[config.mk]
export PLATFORM = sky130hd
export DESIGN_NAME = branch_predict_unit
export DESIGN_NICKNAME = d
export VERILOG_FILES = /design/src/rtl/branch_predict_unit.sv
export SDC_FILE = /design/constraint.sdc
export NUM_CORES = 1
export LEC_CHECK = 0
export CAP_MARGIN = 0
export CORE_AREA = 5 5 184 151
export DETAILED_ROUTE_END_ITERATION = 10
export DIE_AREA = 0 0 189 156
export GPL_TIMING_DRIVEN = 0
export SYNTH_ARGS = -nofsm -noshare
export SYNTH_HDL_FRONTEND = slang
export SYNTH_SLANG_ARGS = --single-unit
[constraint.sdc]
create_clock -name clk -period 5.3 [get_ports clk]
set_input_delay 1.06 -clock clk [delete_from_list [all_inputs] [get_ports clk]]
set_output_delay 1.06 -clock clk [all_outputs]
set_load 0.005 [all_outputs]
[src/rtl/branch_predict_unit.sv]
// Branch resolution from ALU flags plus a direct-mapped table of 2-bit saturating
// direction counters. Define BPU_PERF_CNT_EN to build the branch/mispredict counters.
module branch_predict_unit #(
  parameter int unsigned XLEN        = 32,
  parameter int unsigned BHT_ENTRIES = 64,
  parameter int unsigned CNT_W       = 32
) (
  input  logic             clk,
  input  logic             rst,
  input  logic [XLEN-1:0]  pc_f,
  output logic             predict_taken,
  input  logic             resolve_valid,
  input  logic [6:0]       opcode,
  input  logic [2:0]       funct3,
  input  logic [XLEN-1:0]  pc_e,
  input  logic             predicted_e,
  input  logic             Zero,
  input  logic             Negative,
  input  logic             Overflow,
  input  logic             carry_out,
  output logic             PCSrc,
  output logic             mispredict,
  output logic             illegal_branch,
  output logic [CNT_W-1:0] branch_cnt,
  output logic [CNT_W-1:0] mispredict_cnt
);

  localparam int unsigned IDX_W      = $clog2(BHT_ENTRIES);
  localparam logic [6:0]  OPC_BRANCH = 7'b1100011;

  typedef enum logic [1:0] {
    STRONG_NT = 2'b00,
    WEAK_NT   = 2'b01,
    WEAK_T    = 2'b10,
    STRONG_T  = 2'b11
  } ctr_e;

  ctr_e             bht_q [BHT_ENTRIES];
  ctr_e             bht_d [BHT_ENTRIES];
  ctr_e             cur_ctr;
  ctr_e             nxt_ctr;
  logic [IDX_W-1:0] rd_idx;
  logic [IDX_W-1:0] wr_idx;
  logic             resolve_active;
  logic             legal;
  logic             taken;
  logic             train;
  logic             unused_pc_bits;

  assign rd_idx = pc_f[IDX_W+1:2];
  assign wr_idx = pc_e[IDX_W+1:2];
  assign unused_pc_bits = ^{pc_f[XLEN-1:IDX_W+2], pc_f[1:0],
                            pc_e[XLEN-1:IDX_W+2], pc_e[1:0]};

  // Lookup reads the registered table only, so a same-cycle update is not bypassed.
  assign predict_taken = (bht_q[rd_idx] == WEAK_T) || (bht_q[rd_idx] == STRONG_T);

  always_comb begin
    resolve_active = resolve_valid && (opcode == OPC_BRANCH);
    taken          = 1'b0;
    legal          = 1'b1;
    case (funct3)
      3'b000:  taken = Zero;
      3'b001:  taken = !Zero;
      3'b100:  taken = Negative ^ Overflow;
      3'b101:  taken = !(Negative ^ Overflow);
      3'b110:  taken = !carry_out;
      3'b111:  taken = carry_out;
      default: legal = 1'b0;
    endcase
    train          = resolve_active && legal;
    illegal_branch = resolve_active && !legal;
    PCSrc          = train && taken;
    mispredict     = train && (taken != predicted_e);
  end

  always_comb begin
    cur_ctr = bht_q[wr_idx];
    case (cur_ctr)
      STRONG_NT: nxt_ctr = taken ? WEAK_NT  : STRONG_NT;
      WEAK_NT:   nxt_ctr = taken ? WEAK_T   : STRONG_NT;
      WEAK_T:    nxt_ctr = taken ? STRONG_T : WEAK_NT;
      default:   nxt_ctr = taken ? STRONG_T : WEAK_T;
    endcase
    bht_d = bht_q;
    if (train) begin
      bht_d[wr_idx] = nxt_ctr;
    end
  end

  always_ff @(posedge clk or posedge rst) begin
    if (rst) begin
      bht_q <= '{default: WEAK_NT};
    end else begin
      bht_q <= bht_d;
    end
  end

`ifdef BPU_PERF_CNT_EN
  logic [CNT_W-1:0] branch_cnt_q;
  logic [CNT_W-1:0] branch_cnt_d;
  logic [CNT_W-1:0] mispredict_cnt_q;
  logic [CNT_W-1:0] mispredict_cnt_d;

  // Counters saturate at all-ones rather than wrapping.
  always_comb begin
    branch_cnt_d     = branch_cnt_q;
    mispredict_cnt_d = mispredict_cnt_q;
    if (train && (branch_cnt_q != '1)) begin
      branch_cnt_d = branch_cnt_q + 1'b1;
    end
    if (mispredict && (mispredict_cnt_q != '1)) begin
      mispredict_cnt_d = mispredict_cnt_q + 1'b1;
    end
  end

  always_ff @(posedge clk or posedge rst) begin
    if (rst) begin
      branch_cnt_q     <= '0;
      mispredict_cnt_q <= '0;
    end else begin
      branch_cnt_q     <= branch_cnt_d;
      mispredict_cnt_q <= mispredict_cnt_d;
    end
  end

  assign branch_cnt     = branch_cnt_q;
  assign mispredict_cnt = mispredict_cnt_q;
`else
  assign branch_cnt     = '0;
  assign mispredict_cnt = '0;
`endif

endmodule
Word-level counts from Yosys, hierarchy flattened --
Cells that the tools add are included.
Cells by class: $lt $le $gt $ge 3, equal/unequal tests 11, multiplexer cells 16, bitwise operators 3, reductions and logical operators 14
Operators with widths (number):
- bitwise mux 128 bit | 1
- binary-select mux 2 bit (select 6 bit) | 2
- >= comparator 7 bit (second input constant) | 2
- 2-to-1 mux 2 bit | 7
- NOT 6 -> 7 bit | 2
- demux 2 bit (select 6 bit) | 1
- equality test 3 bit (second input constant) | 4
- equality test 7 bit (second input constant) | 1
- less-than comparator 7 x 1 -> 1 bit (second input constant) | 1
- equality test 2 bit (second input constant) | 3
- logical AND 1 bit | 6
- case mux 1 bit (6 select lines) | 1
- case mux 2 bit (3 select lines) | 1
- OR reduction 6 bit | 1
- zero test 1 bit | 4
- equality test 3 x 1 -> 1 bit (second input constant) | 1
- zero test 3 bit | 1
- 2-to-1 mux 1 bit | 3
- equality test 2 x 1 -> 1 bit (second input constant) | 1
- zero test 2 bit | 1
- logical OR 1 bit | 1
- != test 1 bit | 1
- bitwise XOR 1 bit | 1
Storage, ports and cells: bits in registers 128

Longest topological paths before layout --
depth after elaboration 7, mapped depth 11, mapped depth without buffers 7

Worst setup path before layout --
OpenSTA, ideal clock, no wires.
path type in2out, start point input port pc_f[2], end point output port predict_taken, arrival 3.450 ns, required time 4.240 ns, setup slack 0.790 ns, stages 5, path through clkbuf_1 -> buf_1 -> mux4_2 -> mux4_2 -> mux4_2
Between the ends: word-level cells in the longest chain between the ends 6, elaborated cells between the ends (all ways) 7
RTL lines:
- from (decl) | RTL line 10 | input logic [XLEN-1:0] pc_f,
- NOT 6 -> 7 bit (not written as such) (*) | RTL line 56 | assign predict_taken = (bht_q[rd_idx] == WEAK_T) || (bht_q[rd_idx] == STRONG_T);
- binary-select mux 2 bit (select 6 bit) (*) | RTL line 56
- 2-to-1 mux 2 bit (not written as such) (*) (2 in series) | RTL line 56
- equality test 2 bit | RTL line 56
- logical OR 1 bit (*) | RTL line 56
- to (decl) | RTL line 11 | output logic predict_taken,
Mark *: on every way between the ends. The rest lies on a longest branch, timed or not. The select of a mux whose other input is x is not followed.

Worst setup path in the final report --
start point input port pc_f[3], end point output port predict_taken
Same word-level chain as after synthesis.

==> metrics <==
CTS H-tree lvls=4; CTS sink count=128; post-CTS sizing=3; grt ovf=0; Final nets=807; # diodes=0; post-synthesis cell type count=45; initial antenna violation count=0; top cell type by total area after synthesis=dfstp_2; # hold bufs at CTS=0; P&R area growth vs syn=20.4%; num ports=150; Crit. End Element=output port; RSZ-0062 raised after global routing=no; post-route DRC violation count=0; root buffer cell=clkbuf_16; max FFs per register=128; largest net degree at the start of global routing=66; Crit Path Max Fanout=10; r2r setup slk=2.54 ns; die height=156 um; slowest stage delay, CP=around 0.71 ns; Main synth FF type=dfstp_2; Avg Cell Area, Syn=12.4 um2; final period utilization=98.2%; max-cap viol count=0; Arr. time, crit path=4.15 ns; largest cells by area after synthesis=dfstp_2, dfrtp_1, mux2_2; synthesized cell area=0.00758 mm2; post-synthesis mux area share=between 30% and 40%; Synth Area in Compound Gates=3.71%; setup TNS=0 ns; width of the die=189 um; Final Max Slew Viols=0; cell count after placement=1036; row cnt=53; top cell type's share of synthesized area=roughly 22%; dominant combinational cell family by area after synthesis=multiplexers; leakage=4.00 nW; PnR worst setup slack=0.0942 ns; slowest cell on the critical path=clkbuf_1; core area=approximately 0.026 mm2; Synth Register Bits=about 130; CP most frequent cell=mux4_2; simple-gate share of the synthesized area=8.68%; overall routed net length=around 21000 um; Hold/Removal Path Class=flop to flop; pre-CTS setup slack=-0.376 ns; Initial Util=between 20 and 30%; post-synthesis cell count=613; ys async rst share=100%; Final Non-Filler Cells=1068; RePlAce Congestion=0.928; CTS Buffer Depth=2; vias=roughly 5300; number of flops mapped to enable cells by yosys=0; Largest delay share family, worst path=buffers and inverters; most numerous cell in the Yosys netlist=mux2_2; drt via density=5.00; TritonRoute pass-1 iters=5; global-route wire length before repair=around 32000 um; Final ANT Viol Nets=0; post-route minimum period=5.21 ns; Pwr per Cell Area=262 mW/mm2; Final setup viols=0; commonest cells in the netlist=mux2_2, buf_4, dfrtp_1, dfstp_2, nand2_1; Post-CTS Setup Bufs=0; worst-path cell chain=buf_1, clkbuf_1, mux4_2, mux4_2, mux4_2, clkdlybuf4s50_1; Peak Freq=0.192 GHz; Detail Placement HPWL=15500 um; critical path class=primary input to output port; CTS tree=built; I/O Buffers=29; Buf/Inv on CP=3; measured slew at the worst slew-check pin=1.30 ns; Design Power=2.39 mW; ratio of cells with drive above 1 in the final layout=49.7%; average wire per standard cell=19.9 um; Setup Skew=between 0.01 and 0.015 ns; Worst setup SP type=primary input; DIE AREA=0.0295 mm2; Adder-Cell Fraction of Synth Area=less than 1%; status=finished clean; gr usage total=14.4%; Hold Violations, Final=0; Clk Latency, worst-skew pair=0.44 ns; Largest regs=bht_q (128); utilization after layout=35.4%; vias in the first global route=5190; CTS Buf Count=17; Critical Path RT=~4.2 ns; sequential area share after synthesis=43.3%; Top reg by flops=bht_q; CTS clock-pin slew for the worst setup and hold paths=0.06 ns; worst vdd ir=approximately 0.22 mV; DRT iter0 DRCs=501; Rel. slew slack=12.9%; XOR/XNOR share of the synthesized area=0.577%; YS warnings=0
[final timing paths]
kind / startpoint / to / depth (start not counted)
worst min register to register: bht_q[81]$_DFFE_PP0P_ / bht_q[81]$_DFFE_PP0P_ / 1
worst max register to register: bht_q[101]$_DFFE_PP0P_ / bht_q[1]$_DFFE_PP0P_ / 8
max in group asynchronous: rst / bht_q[70]$_DFFE_PP1P_ / 3
worst min-delay path: bht_q[81]$_DFFE_PP0P_ / bht_q[81]$_DFFE_PP0P_ / 1
min in group asynchronous: rst / bht_q[105]$_DFFE_PP0P_ / 2
worst max-delay path: pc_f[3] / predict_taken / 6
[per-stage QoR]
| stage | instance area [um2] | hold slack, ns |
|---|---|---|
| 6_report | 9140 | 0.526 |
| 4_1_cts | 9140 | 0.526 |
| 3_5_place_dp | 8560 | 0.513 |
| 5_1_grt | 9140 | 0.545 |
| 3_3_place_gp | 8520 | 0.508 |
| 2_1_floorplan | 7820 | 0.488 |
[cells in the final DEF, fill, tap and decap left out, types with 3 or more instances in the layout]
cell type	instances
a221o_1	3
nor2_1	44
and2_1	3
a21oi_1	5
dfrtp_1	64
clkdlybuf4s50_1	29
buf_4	67
clkinv_4	4
a22oi_1	3
nand4_1	4
clkbuf_1	7
xnor2_1	4
inv_1	6
clkbuf_16	17
buf_6	15
mux4_2	39
and3_1	3
clkinvlp_4	5
nor2b_1	8
mux2i_1	10
nand3_1	12
a31oi_1	3
nand2_1	57
nor3_1	6
a221oi_1	8
buf_2	7
conb_1	64
dfstp_2	64
mux2_2	137
a211oi_1	4
nand2b_1	3
[final cells by class]
cell class	instances	area (um2)
clock inverter	12	113
timing repair buffer	30	318
clock buffer	20	457
tap	330	413
multi-input combinational	442	3770
buffer	99	753
sequential	128	3280
fill	2525	16700
inverter	7	31.3
[power by group]
group | total [mW] | leakage, nW | internal [mW] | switching (mW)
logic | 0.275 | 2.18 | 0.110 | 0.165
clock network | 1.13 | 0.264 | 0.669 | 0.464
registers | 0.982 | 1.55 | 0.981 | 0.000633
total | 2.39 | 4.00 | 1.76 | 0.630
[kinds of logic (layout without fill, tap and decap cells)]
group / count (synthesis) / after routing
multiplexers: 186 / 186
AND/OR/NAND/NOR: 147 / 147
flip-flops: 128 / 128
buffers and inverters: 106 / 168
AO/OA/AOI/OAI: 38 / 38
XOR/XNOR: 5 / 5
adder cells (fa/ha/maj): 2 / 2
other: 1 / 64
[layer usage]
layer  part of all wire (%)  wire (um)  vias up  GRT usage, %
met2                     43       9050      291          20.7
met1                     45       9600     2674          20.9
met3                    9.6       2040       46          4.03
met5                      0          0        -             0
li1                       -          -     2333             -
met4                    2.5        527        0          4.65
[worst reg2reg max path, delay by kind of cell (launching register included)]
| family | cells | cell delay, ns |
|---|---|---|
| simple gates | 3 | 0.51 |
| flops | 1 | 0.40 |
| buf+inv | 1 | 0.22 |
| mux | 3 | 1.01 |
| fa+ha+maj | 1 | 0.51 |
Power figures use the tool's default switching activity.
==> RTL change: new RTL, same settings <==
Register the input `pc_f` before use, with the module's reset. The logic sees it one clock later. The other inputs are not delayed to match.
--- a/src/rtl/branch_predict_unit.sv
+++ b/src/rtl/branch_predict_unit.sv
@@ -37,2 +37,12 @@
 
+  logic [XLEN-1:0] pc_f_q;
+
+  always_ff @(posedge clk or posedge rst) begin
+    if (rst) begin
+      pc_f_q <= '0;
+    end else begin
+      pc_f_q <= pc_f;
+    end
+  end
+
   ctr_e             bht_q [BHT_ENTRIES];
@@ -49,5 +59,5 @@
 
-  assign rd_idx = pc_f[IDX_W+1:2];
+  assign rd_idx = pc_f_q[IDX_W+1:2];
   assign wr_idx = pc_e[IDX_W+1:2];
-  assign unused_pc_bits = ^{pc_f[XLEN-1:IDX_W+2], pc_f[1:0],
+  assign unused_pc_bits = ^{pc_f_q[XLEN-1:IDX_W+2], pc_f_q[1:0],
                             pc_e[XLEN-1:IDX_W+2], pc_e[1:0]};
Function: changed (Yosys sat finds a counterexample within 4 cycles, from zero or initial values and one cycle with rst high).
==> RTL change against the original RTL <==
Cell count fell by 0.56%; total power up 9.2%; critical path type is now reg2out; worst setup slack better by 0.31 ns; first-iteration DRC count up 0.40%; maximum frequency increased by 6.3%; design area is 2.5% higher; sequential cell count increased by 6; clock skew fell by 0.0030 ns; core utilization up 0.88 points; synthesized area up 1.8%; routed wire length is 0.68% lower; synthesized cell count shrank 1.3%.
==> RTL change: results (changes against the original RTL) <==
{| class="wikitable"
! Metric !! Value
|-
| Wire length of the first global-routing pass || 31.64 mm (was 32.34 mm)
|-
| Clock latency on the worst-skew pair || 0.42 ns (was 0.44 ns)
|-
| Max IR drop VDD || 0.1643 mV (was 0.2160 mV)
|-
| Most used standard cells in the synthesized netlist || mux2_2 (122), nor2_1 (74), dfrtp_1 (70), buf_4 (64), dfstp_2 (64) (was mux2_2 (137), buf_4 (67), dfrtp_1 (64), dfstp_2 (64), nand2_1 (57))
|-
| CTS-repair resized insts || 2 (was 3)
|-
| Lkg Pwr || 4.122 nW (was 4.003 nW)
|-
| Regs by FF count || bht_q: 128 flops, pc_f_q: 6 flops (was bht_q: 128 flops)
|-
| Length in cells of the worst reg-to-reg path || 7 (was 8)
|-
| Pin count of the biggest net entering global routing || 79 (was 66)
|-
| Final worst clock skew || 0.009821 ns (was 0.01282 ns)
|-
| Detailed-route via count || 5217 (was 5344)
|-
| CP Data Arrival Time || 3.84 ns (was 4.15 ns)
|-
| Met1 demand-to-capacity share in global routing || 0.2199 (was 0.2091)
|-
| Met3 routing resource usage after global routing || 0.03781 (was 0.04027)
|-
| Count of nets after finishing || 801 (was 807)
|-
| Transition time at the pin with the least slew margin || 0.8229 ns (was 1.297 ns)
|-
| Dpl hpwl || 15.07 mm (was 15.53 mm)
|-
| Proportion of layout cells with a drive suffix above 1 || 0.4781 (was 0.4973)
|-
| Number of library cell types mapped by synthesis || 49 (was 45)
|-
| Dominant cells by area after synthesis || dfrtp_1 (23%), dfstp_2 (22%), mux2_2 (18%), mux4_2 (11%), buf_4 (6.2%) (was dfstp_2 (22%), dfrtp_1 (21%), mux2_2 (20%), mux4_2 (12%), buf_4 (6.6%))
|-
| Total Routed Length || 21.08 mm (was 21.22 mm)
|-
| Sequential share of the synthesized area || 0.4448 (was 0.4329)
|-
| Final weighted congestion of routability-driven global placement || 1.001 (was 0.9284)
|-
| Vias in the first global route || 5053 (was 5190)
|-
| Result of the run || finished, final reports clean (unchanged)
|}
RTL change: cell types whose count changed in the layout (fill, tap and decap cells not counted), sizes merged, moves of 4 or more:
cell	before	now
dfrtp	64	70
mux2i	10	23
a21oi	5	0
a211oi	4	0
nand3b	0	5
nor2	44	74
clkbuf	27	23
o211ai	1	5
nand2	57	23
a2bb2oi	0	4
a221oi	8	1
clkinvlp	5	1
RTL change: layout make-up:
cell class / count / area, sq um
fill: 2490 / 16430
multi-input combinational: 434 / 3791
sequential: 134 / 3433
buffer: 95 / 719.4
clock buffer: 19 / 442.9
tap: 330 / 412.9
timing repair buffer: 33 / 347.8
clock inverter: 13 / 193.9
inverter: 4 / 20.02
RTL change: per-stage QoR:
stage          hold slack, ns  instances  utilization  worst slack, ns  TNS, ns
2_1_floorplan          0.4914        668            -           0.7632        0
3_3_place_gp           0.5086       1030       0.3368           -1.266   -87.67
6_report               0.5286       1062       0.3629           0.4029        0
4_1_cts                0.5301       1063       0.3631           0.1624        0
3_5_place_dp           0.5169       1031       0.3381           0.3655        0
5_1_grt                0.5381       1062       0.3629           0.2265        0
RTL change: worst paths after layout:
path                             from             to  slack [ns]
hold reg to reg             bht_q[17]      bht_q[17]        0.53
setup reg to reg           bht_q[120]      bht_q[16]        2.42
setup / recovery            pc_f_q[3]  predict_taken        0.40
min in group asynchronous         rst       bht_q[9]        1.13
max in group asynchronous         rst      bht_q[34]        3.38
hold / removal              bht_q[17]      bht_q[17]        0.53
RTL change: kinds of logic (layout without fill, tap and decap cells):
family,after synthesis,after routing,share of synthesized area
xor gates and xnor gates,4,4,0.004540
other,1,64,0.0004858
muxes,197,197,0.3391
DFF,134,134,0.4448
and+or+nand+nor,138,138,0.08057
buffers and inverters,100,164,0.09467
AOI/OAI and AO/OA,31,31,0.03583
RTL change: per-layer routing:
metal,vias to the layer above,part of all wire
met1,2668,0.50
met3,31,0.077
li1,2316,-
met2,202,0.41
met5,-,0
met4,0,0.014
RTL change: power by group:
| part | switching, W | total (W) | internal [W] |
|---|---|---|---|
| Sequential | 0.00000645 | 0.00104 | 0.00103 |
| Combinational | 0.000171 | 0.000289 | 0.000118 |
| Clock | 0.000477 | 0.00128 | 0.000808 |
RTL change: worst max-delay path, stage by stage, from the launching register on:
cell and delay, ns:
dfrtp_1 0.32, buf_1 0.46, clkbuf_1 0.68, mux4_2 0.46, mux4_2 0.49, mux4_2 0.52
clkdlybuf4s50_1 0.47
